[src/rtl/bram_debug_sequencer_pkg.sv]
// Shared definitions for the BRAM load/run/dump sequencer.
//   seq_state_e : top-level session states
//   WE_ALL      : full-word byte enable
//   WORD_SHIFT  : word index -> byte address shift
package bram_debug_sequencer_pkg;
  typedef enum logic [2:0] {
    IDLE, LOAD_D, LOAD_I, RST, RUN, DUMP_D, DUMP_I
  } seq_state_e;

  localparam logic [3:0] WE_ALL     = 4'b1111;
  localparam int         WORD_SHIFT = 2;

  function automatic logic [31:0] byte_addr(input logic [31:0] word_idx);
    return word_idx << WORD_SHIFT;
  endfunction
endpackage

[src/rtl/bram_debug_sequencer_if.sv]
// Host link stream between the sequencer and a UART/JTAG bridge.
//   in_*  : host -> sequencer load words (valid/ready, last per segment)
//   out_* : sequencer -> host dump words (valid/ready, last per image)
// master = host bridge side, slave = sequencer side.
interface bram_debug_sequencer_if;
  logic        in_valid;
  logic [31:0] in_data;
  logic        in_last;
  logic        in_ready;
  logic        out_valid;
  logic [31:0] out_data;
  logic        out_last;
  logic        out_ready;

  modport master (
    output in_valid, in_data, in_last, out_ready,
    input  in_ready, out_valid, out_data, out_last
  );
  modport slave (
    input  in_valid, in_data, in_last, out_ready,
    output in_ready, out_valid, out_data, out_last
  );
endinterface

[src/rtl/bram_dump_reader.sv]
// Streams one BRAM image out over a valid/ready handshake.
//   en_i        : high while a dump state is active; low clears the walker
//   rd_data_i   : RAM read data (already muxed to the active RAM)
//   out_ready_i : host accepts the held word
//   idx_o       : word index currently presented to the RAM
//   out_*_o     : held dump word, valid and last-of-image flag
//   done_o      : the last word of the image is being accepted this cycle
module bram_dump_reader #(
  parameter int BRAM_WORDS = 4096,
  parameter int RD_LAT     = 2,
  parameter int AW         = $clog2(BRAM_WORDS) + 1
) (
  input  logic          clk,
  input  logic          rst_n,
  input  logic          en_i,
  input  logic [31:0]   rd_data_i,
  input  logic          out_ready_i,
  output logic [AW-1:0] idx_o,
  output logic          out_valid_o,
  output logic [31:0]   out_data_o,
  output logic          out_last_o,
  output logic          done_o
);
  localparam int LW = $clog2(RD_LAT + 1);

  logic [AW-1:0] idx_q;
  logic [LW-1:0] lat_q;
  logic          vld_q, last_q;
  logic [31:0]   data_q;

  always_ff @(posedge clk or negedge rst_n) begin
    if (!rst_n) begin
      idx_q  <= '0;
      lat_q  <= '0;
      vld_q  <= 1'b0;
      last_q <= 1'b0;
      data_q <= '0;
    end else if (!en_i) begin
      idx_q  <= '0;
      lat_q  <= '0;
      vld_q  <= 1'b0;
      last_q <= 1'b0;
    end else if (vld_q) begin
      // Word held until accepted; the index wraps after the last word so
      // the next image starts at 0 without a separate clear.
      if (out_ready_i) begin
        vld_q  <= 1'b0;
        last_q <= 1'b0;
        idx_q  <= last_q ? '0 : idx_q + 1'b1;
      end
    end else if (lat_q == LW'(RD_LAT - 1)) begin
      // Address has been stable for RD_LAT cycles: read data is good now.
      lat_q  <= '0;
      vld_q  <= 1'b1;
      data_q <= rd_data_i;
      last_q <= (idx_q == AW'(BRAM_WORDS - 1));
    end else begin
      lat_q <= lat_q + 1'b1;
    end
  end

  assign idx_o       = idx_q;
  assign out_valid_o = vld_q;
  assign out_data_o  = data_q;
  assign out_last_o  = last_q;
  assign done_o      = en_i & vld_q & out_ready_i & last_q;
endmodule

[src/rtl/bram_debug_sequencer.sv]
// Load/run/dump sequencer around the RV32Core debug ports.
//   CPU_CLK, CPU_RST_N : clock, async active-low reset
//   start              : session start pulse (IDLE only)
//   host               : host link stream (load in, dump out)
//   busy, overflow     : status; overflow is sticky until the next start
//   core_rst           : core reset, low only while the program runs
//   dram_*/iram_*      : debug port 2 of the Data / Inst RAMs
module bram_debug_sequencer
  import bram_debug_sequencer_pkg::*;
#(
  parameter int BRAM_WORDS = 4096,
  parameter int RST_CYCLES = 5,
  parameter int RUN_CYCLES = 200000,
  parameter int RD_LAT     = 2
) (
  input  logic                  CPU_CLK,
  input  logic                  CPU_RST_N,
  input  logic                  start,
  bram_debug_sequencer_if.slave host,
  output logic                  busy,
  output logic                  overflow,
  output logic                  core_rst,
  output logic [31:0]           dram_a2,
  output logic [31:0]           dram_wd2,
  output logic [3:0]            dram_we2,
  input  logic [31:0]           dram_rd2,
  output logic [31:0]           iram_a2,
  output logic [31:0]           iram_wd2,
  output logic [3:0]            iram_we2,
  input  logic [31:0]           iram_rd2
);
  localparam int AW = $clog2(BRAM_WORDS) + 1;
  localparam int CW = $clog2(RST_CYCLES + RUN_CYCLES + 1);

  seq_state_e    state_q;
  logic [AW-1:0] idx_q;
  logic [CW-1:0] cnt_q;
  logic          overflow_q, core_rst_q;
  logic [31:0]   dram_a2_q, dram_wd2_q, iram_a2_q, iram_wd2_q;
  logic [3:0]    dram_we2_q, iram_we2_q;

  logic          in_ready, xfer, idx_max, seg_end;
  logic          rd_en, rd_done;
  logic [AW-1:0] rd_idx;
  logic [31:0]   rd_data;

  assign in_ready = (state_q == LOAD_D) || (state_q == LOAD_I);
  assign xfer     = host.in_valid && in_ready;
  assign idx_max  = (idx_q == AW'(BRAM_WORDS - 1));
  assign seg_end  = xfer && (host.in_last || idx_max);

  always_ff @(posedge CPU_CLK or negedge CPU_RST_N) begin
    if (!CPU_RST_N) begin
      state_q    <= IDLE;
      idx_q      <= '0;
      cnt_q      <= '0;
      overflow_q <= 1'b0;
      core_rst_q <= 1'b1;
      dram_a2_q  <= '0;
      dram_wd2_q <= '0;
      dram_we2_q <= '0;
      iram_a2_q  <= '0;
      iram_wd2_q <= '0;
      iram_we2_q <= '0;
    end else begin
      // Byte enables are single-cycle strobes.
      dram_we2_q <= '0;
      iram_we2_q <= '0;
      case (state_q)
        IDLE: if (start) begin
          overflow_q <= 1'b0;
          idx_q      <= '0;
          state_q    <= LOAD_D;
        end
        LOAD_D, LOAD_I: if (xfer) begin
          if (state_q == LOAD_D) begin
            dram_a2_q  <= byte_addr(32'(idx_q));
            dram_wd2_q <= host.in_data;
            dram_we2_q <= WE_ALL;
          end else begin
            iram_a2_q  <= byte_addr(32'(idx_q));
            iram_wd2_q <= host.in_data;
            iram_we2_q <= WE_ALL;
          end
          if (seg_end) begin
            idx_q <= '0;
            // A full segment without in_last: the host sent too much.
            if (idx_max && !host.in_last) overflow_q <= 1'b1;
            state_q <= (state_q == LOAD_D) ? LOAD_I : RST;
          end else begin
            idx_q <= idx_q + 1'b1;
          end
        end
        RST: if (cnt_q == CW'(RST_CYCLES - 1)) begin
          cnt_q      <= '0;
          core_rst_q <= 1'b0;
          state_q    <= RUN;
        end else begin
          cnt_q <= cnt_q + 1'b1;
        end
        RUN: if (cnt_q == CW'(RUN_CYCLES - 1)) begin
          cnt_q      <= '0;
          core_rst_q <= 1'b1;
          state_q    <= DUMP_D;
        end else begin
          cnt_q <= cnt_q + 1'b1;
        end
        DUMP_D: if (rd_done) state_q <= DUMP_I;
        DUMP_I: if (rd_done) state_q <= IDLE;
        default: state_q <= IDLE;
      endcase
    end
  end

  // One reader serves both images; the active RAM is selected by state.
  assign rd_en   = (state_q == DUMP_D) || (state_q == DUMP_I);
  assign rd_data = (state_q == DUMP_I) ? iram_rd2 : dram_rd2;

  bram_dump_reader #(
    .BRAM_WORDS(BRAM_WORDS),
    .RD_LAT    (RD_LAT),
    .AW        (AW)
  ) u_reader (
    .clk        (CPU_CLK),
    .rst_n      (CPU_RST_N),
    .en_i       (rd_en),
    .rd_data_i  (rd_data),
    .out_ready_i(host.out_ready),
    .idx_o      (rd_idx),
    .out_valid_o(host.out_valid),
    .out_data_o (host.out_data),
    .out_last_o (host.out_last),
    .done_o     (rd_done)
  );

  assign host.in_ready = in_ready;
  assign busy          = (state_q != IDLE);
  assign overflow      = overflow_q;
  // Registered so the core reset never sees a state-decode glitch.
  assign core_rst      = core_rst_q;

  assign dram_a2  = (state_q == DUMP_D) ? byte_addr(32'(rd_idx)) : dram_a2_q;
  assign dram_wd2 = dram_wd2_q;
  assign dram_we2 = dram_we2_q;
  assign iram_a2  = (state_q == DUMP_I) ? byte_addr(32'(rd_idx)) : iram_a2_q;
  assign iram_wd2 = iram_wd2_q;
  assign iram_we2 = iram_we2_q;
endmodule

[src/flat_wrapper.sv]
// flat-port wrapper written by rule: the top's interface ports become plain ports
module bram_debug_sequencer_flat import bram_debug_sequencer_pkg::*;
#(
  parameter int BRAM_WORDS = 4096,
  parameter int RST_CYCLES = 5,
  parameter int RUN_CYCLES = 200000,
  parameter int RD_LAT     = 2
)
  (CPU_CLK, CPU_RST_N, start, busy, overflow, core_rst, dram_a2, dram_wd2, dram_we2, dram_rd2, iram_a2, iram_wd2, iram_we2, iram_rd2, host_in_valid, host_in_data, host_in_last, host_out_ready, host_in_ready, host_out_valid, host_out_data, host_out_last);
  bram_debug_sequencer_if host_i ();
  input  logic CPU_CLK;
  input  logic CPU_RST_N;
  input  logic start;
  output logic busy;
  output logic overflow;
  output logic core_rst;
  output logic [31:0] dram_a2;
  output logic [31:0] dram_wd2;
  output logic [3:0] dram_we2;
  input  logic [31:0] dram_rd2;
  output logic [31:0] iram_a2;
  output logic [31:0] iram_wd2;
  output logic [3:0] iram_we2;
  input  logic [31:0] iram_rd2;
  input wire logic [$bits(host_i.in_valid)-1:0] host_in_valid;
  input wire logic [$bits(host_i.in_data)-1:0] host_in_data;
  input wire logic [$bits(host_i.in_last)-1:0] host_in_last;
  input wire logic [$bits(host_i.out_ready)-1:0] host_out_ready;
  output wire logic [$bits(host_i.in_ready)-1:0] host_in_ready;
  output wire logic [$bits(host_i.out_valid)-1:0] host_out_valid;
  output wire logic [$bits(host_i.out_data)-1:0] host_out_data;
  output wire logic [$bits(host_i.out_last)-1:0] host_out_last;
  assign host_i.in_valid = host_in_valid;
  assign host_i.in_data = host_in_data;
  assign host_i.in_last = host_in_last;
  assign host_i.out_ready = host_out_ready;
  assign host_in_ready = host_i.in_ready;
  assign host_out_valid = host_i.out_valid;
  assign host_out_data = host_i.out_data;
  assign host_out_last = host_i.out_last;
  bram_debug_sequencer #(.BRAM_WORDS(BRAM_WORDS), .RST_CYCLES(RST_CYCLES), .RUN_CYCLES(RUN_CYCLES), .RD_LAT(RD_LAT)) u_core (.CPU_CLK(CPU_CLK), .CPU_RST_N(CPU_RST_N), .start(start), .host(host_i), .busy(busy), .overflow(overflow), .core_rst(core_rst), .dram_a2(dram_a2), .dram_wd2(dram_wd2), .dram_we2(dram_we2), .dram_rd2(dram_rd2), .iram_a2(iram_a2), .iram_wd2(iram_wd2), .iram_we2(iram_we2), .iram_rd2(iram_rd2));
endmodule
[config.mk]
export PLATFORM = sky130hd
export DESIGN_NAME = bram_debug_sequencer_flat
export DESIGN_NICKNAME = d
export VERILOG_FILES = /design/src/rtl/bram_debug_sequencer_pkg.sv /design/src/rtl/bram_debug_sequencer_if.sv /design/src/rtl/bram_dump_reader.sv /design/src/rtl/bram_debug_sequencer.sv /design/src/flat_wrapper.sv
export SDC_FILE = /design/constraint.sdc
export NUM_CORES = 1
export LEC_CHECK = 0
export ABC_AREA = 1
export ABC_CLOCK_PERIOD_IN_PS = 2100
export CAP_MARGIN = 20
export CORE_MARGIN = 5
export CORE_UTILIZATION = 47
export DETAILED_ROUTE_END_ITERATION = 16
export GPL_ROUTABILITY_DRIVEN = 0
export MAX_ROUTING_LAYER = met4
export PLACE_DENSITY_LB_ADDON = 0.3
export SLEW_MARGIN = 15
export SYNTH_ARGS = -nofsm -noshare
export SYNTH_HDL_FRONTEND = slang
export SYNTH_SLANG_ARGS = --single-unit
[constraint.sdc]
create_clock -name CPU_CLK -period 2.1 [get_ports CPU_CLK]
set_clock_uncertainty 0.05 [all_clocks]
set_input_delay 0.42 -clock CPU_CLK [delete_from_list [all_inputs] [get_ports CPU_CLK]]
set_output_delay 0.42 -clock CPU_CLK [all_outputs]
set_load 0.01 [all_outputs]
==> results <==
[synthesized netlist by cell type, types with 8 or more instances]
master,count,share of area [%]
o21ai_0,137,8.1
nand3_1,61,3.6
a31oi_1,32,2.4
inv_1,105,4.7
buf_4,46,4.1
nand4_1,8,0.59
nor2_1,94,4.2
a21oi_1,11,0.65
nand2_1,258,11
clkbuf_1,33,1.5
dfrtp_1,176,52
xor2_1,10,1.0
nor3_1,8,0.47
[flip-flops by register name, indices dropped and copies added, names as in the netlist]
signal,count
u_core.cnt_q,18
u_core.core_rst,1
u_core.dram_a2_q,13
u_core.dram_wd2,32
u_core.dram_we2,1
u_core.idx_q,13
u_core.iram_a2_q,13
u_core.iram_wd2,32
u_core.iram_we2,1
u_core.overflow,1
u_core.state_q,3
u_core.u_reader.idx_o,13
u_core.u_reader.lat_q,2
u_core.u_reader.out_data_o,32
u_core.u_reader.out_last_o,1
u_core.u_reader.out_valid_o,1
[layout make-up]
type,instances,share of cell area (%)
Multi-Input combinational cell,700,28.2
Sequential cell,177,38.1
Timing Repair Buffer,272,22.9
Inverter,107,3.45
Clock buffer,18,3.77
Tap cell,229,2.46
Clock inverter,14,1.08
[worst max path at each step]
stage          slack, ns  depth (start not counted)              start          end
6_report           -0.05                          7  u_core.state_q[1]   iram_a2[3]
3_5_place_dp        0.03                          6  u_core.state_q[0]   dram_a2[2]
2_1_floorplan       0.16                          6  u_core.state_q[0]  iram_a2[14]
3_3_place_gp        0.09                          6  u_core.state_q[0]  dram_a2[13]
4_1_cts            -0.12                          7  u_core.state_q[1]   iram_a2[3]
5_1_grt            -0.12                          7  u_core.state_q[1]   iram_a2[3]
[worst max-delay path: cells and delay by family, from the launching register on]
| kind | cells | cell delay, ns |
|---|---|---|
| flops | 1 | 0.40 |
| compound gates | 1 | 0.11 |
| simple gates | 2 | 0.22 |
| buf+inv | 4 | 0.52 |
[kinds of logic after synthesis]
group           synth area share [%]
fa+ha+maj                      0.593
other cells                   0.0444
flops                           52.5
xor+xnor                        1.56
simple gates                    22.3
buf+inv                         10.9
compound gates                  12.1
[through the flow]
stage / setup TNS, ns / setup slack (ns)
3_5_place_dp: 0 / 0.0251
2_1_floorplan: 0 / 0.157
3_3_place_gp: 0 / 0.0874
6_report: -0.132 / -0.0524
4_1_cts: -0.529 / -0.116
5_1_grt: -1.42 / -0.120
[power groups by stage]
stage | logic [mW] | clock network, mW | registers, mW
2_1_floorplan | 2.30 | 0 | 5.28
3_3_place_gp | 5.41 | 0 | 4.94
3_5_place_dp | 5.52 | 0 | 4.97
4_1_cts | 5.98 | 3.09 | 5.09
5_1_grt | 6.63 | 3.22 | 5.23
6_report | 6.04 | 3.02 | 5.09
[routing by layer]
| metal | GRT usage [%] | up-vias | part of all wire [%] |
|---|---|---|---|
| li1 | - | 3720 | - |
| met1 | 28.8 | 3594 | 42 |
| met2 | 34.3 | 287 | 47 |
| met3 | 6.48 | 33 | 9.2 |
| met4 | 7.88 | 0 | 2.1 |
| met5 | - | - | 0 |
[repair_timing]
action                                  4_1_cts  5_1_grt
endpoints found under the setup margin       28       62
hold buffers                                  1        0
gates resized for setup                     125       28
gates cloned                                  2        3
pin swaps                                     1        3
setup buffers                                 5        2
hold endpoints to repair                     37        0
==> results.yml <==
logic_synthesis:
  yosysSeqAreaShare_pct: 52.5
  synth_cells: 1034
  synth_area_per_cell_um2: 8.16
  syn_area_um2: 8440
  yosys_register_bits: 177
  synth.distinct_cells: 34
  yosysWarnings: 0
  synth-edff-count: 0
  ys.flop_type: "dfrtp_1"
  async_flop_share_pct: 100
worst_setup_path:
  crit_path_end_kind: "output port"
  crit_arrival_ns: 1.68
  crit_path_start_kind: "flip-flop"
  path_class: "flip-flop to output port"
  worst-r2r-setup-slack_ns: -0.01
  crit_required_ns: 1.63
  path_cells: "inv_2 > nor2_4 > nand2_4 > buf_16 > buf_4 > o21ai_1 > buf_2"
  rr_startpoint: "u_core.state_q[1]"
  max_stage_delay_ns: 0.40
  crit_path_max_fanout: 10
  timing.rr.end: "u_core.u_reader.out_data_o[2]"
  rr_worst_depth: 12
  cpMaxStageDelayCell: "dfrtp_1"
drt:
  routedWlPerCell_um: 15.4
  ant_nets: 0
  drcViolationCount: 0
  via_per_inst: 5.03
  first_pass_iters: 5
  vias: 7634
  finalWirelength_mm: 23.4
  drt_iter0_drc: 519
global_route:
  grt_start_max_net_pins: 66
  grt_pass1_vias: 7284
  grt_pass1_wl_mm: 36.1
  grtUsageTotal_pct: 22.5
  overflow: 0
  antenna_found_initial: 0
floorplan:
  die_h_um: 144
  initial_core_util_pct: 47.3
  core.rowCount: 49
  die_area_um2: 20700
  ios: 276
  die_w_um: 144
  coreArea_um2: 17800
timing:
  post-route-period-util_pct: 102
  setup_viol: 5
  rsz0062_at_grt: "true"
  period_minus_slack_ns: 2.15
  final_max_slew_viol_count: 0
  finalWorstSetupSlack_ns: -0.0524
  fmax_mhz: 465
  finalHoldViolations: 0
  hold_ws_ns: 0.425
cells_and_area:
  multi_input_area_um2: 3280
  final_area_um2: 11600
  seq_area_um2: 4430
  antenna_cells: 0
  final_util_pct: 65.2
  final-instance-count-excl-fill: 1517
  nFillCells: 1490
  layout_common_cells: "nand2_1 (252), clkdlybuf4s50_1 (208), dfrtp_1 (175)"
  syn2layout_area_growth_pct: 37.9
  layout.nets: 1381
  final_common_cell: "nand2_1"
  layout-drive-gt1-share_pct: 9.78
cts:
  cts.clk_slew.worst_paths_ns: 0.07
  htreeDepth: 4
  cts_made_buffers: 17
  clk_path_buf_depth: 2
  insertion_delay_ns: 0.43
  cts_tree: "done"
  clock_sinks: 177
  clock-root-buffer: "clkbuf_16"
pwr:
  powerDensity_nw_per_um2: 1220
  p_switching_mw: 5.20
  p_comb_share_pct: 42.7
  leakagePower_nw: 5.40
  swShare_pct: 36.8
  ir_drop_mv: 0.755
  p_total_mw: 14.2
  p_seq_share_pct: 36.0
  p_int_mw: 8.95
  clkPwrFrac_pct: 21.3
worst_hold_path:
  min_path_cells: 2
  hold_start: "u_core.overflow"
  holdPathEnd: "u_core.overflow"
  hp-class: "flip-flop to flip-flop"
outcome:
  status: "finished, violations left"
  violations: "negative setup slack"
placed_design:
  io_buffers: 237
  place_area_um2: 11000
  dp_hpwl_mm: 16.1
  placedCellCount: 1473
job:
  drv_cap: 0
(Power assumes the default switching activity.)
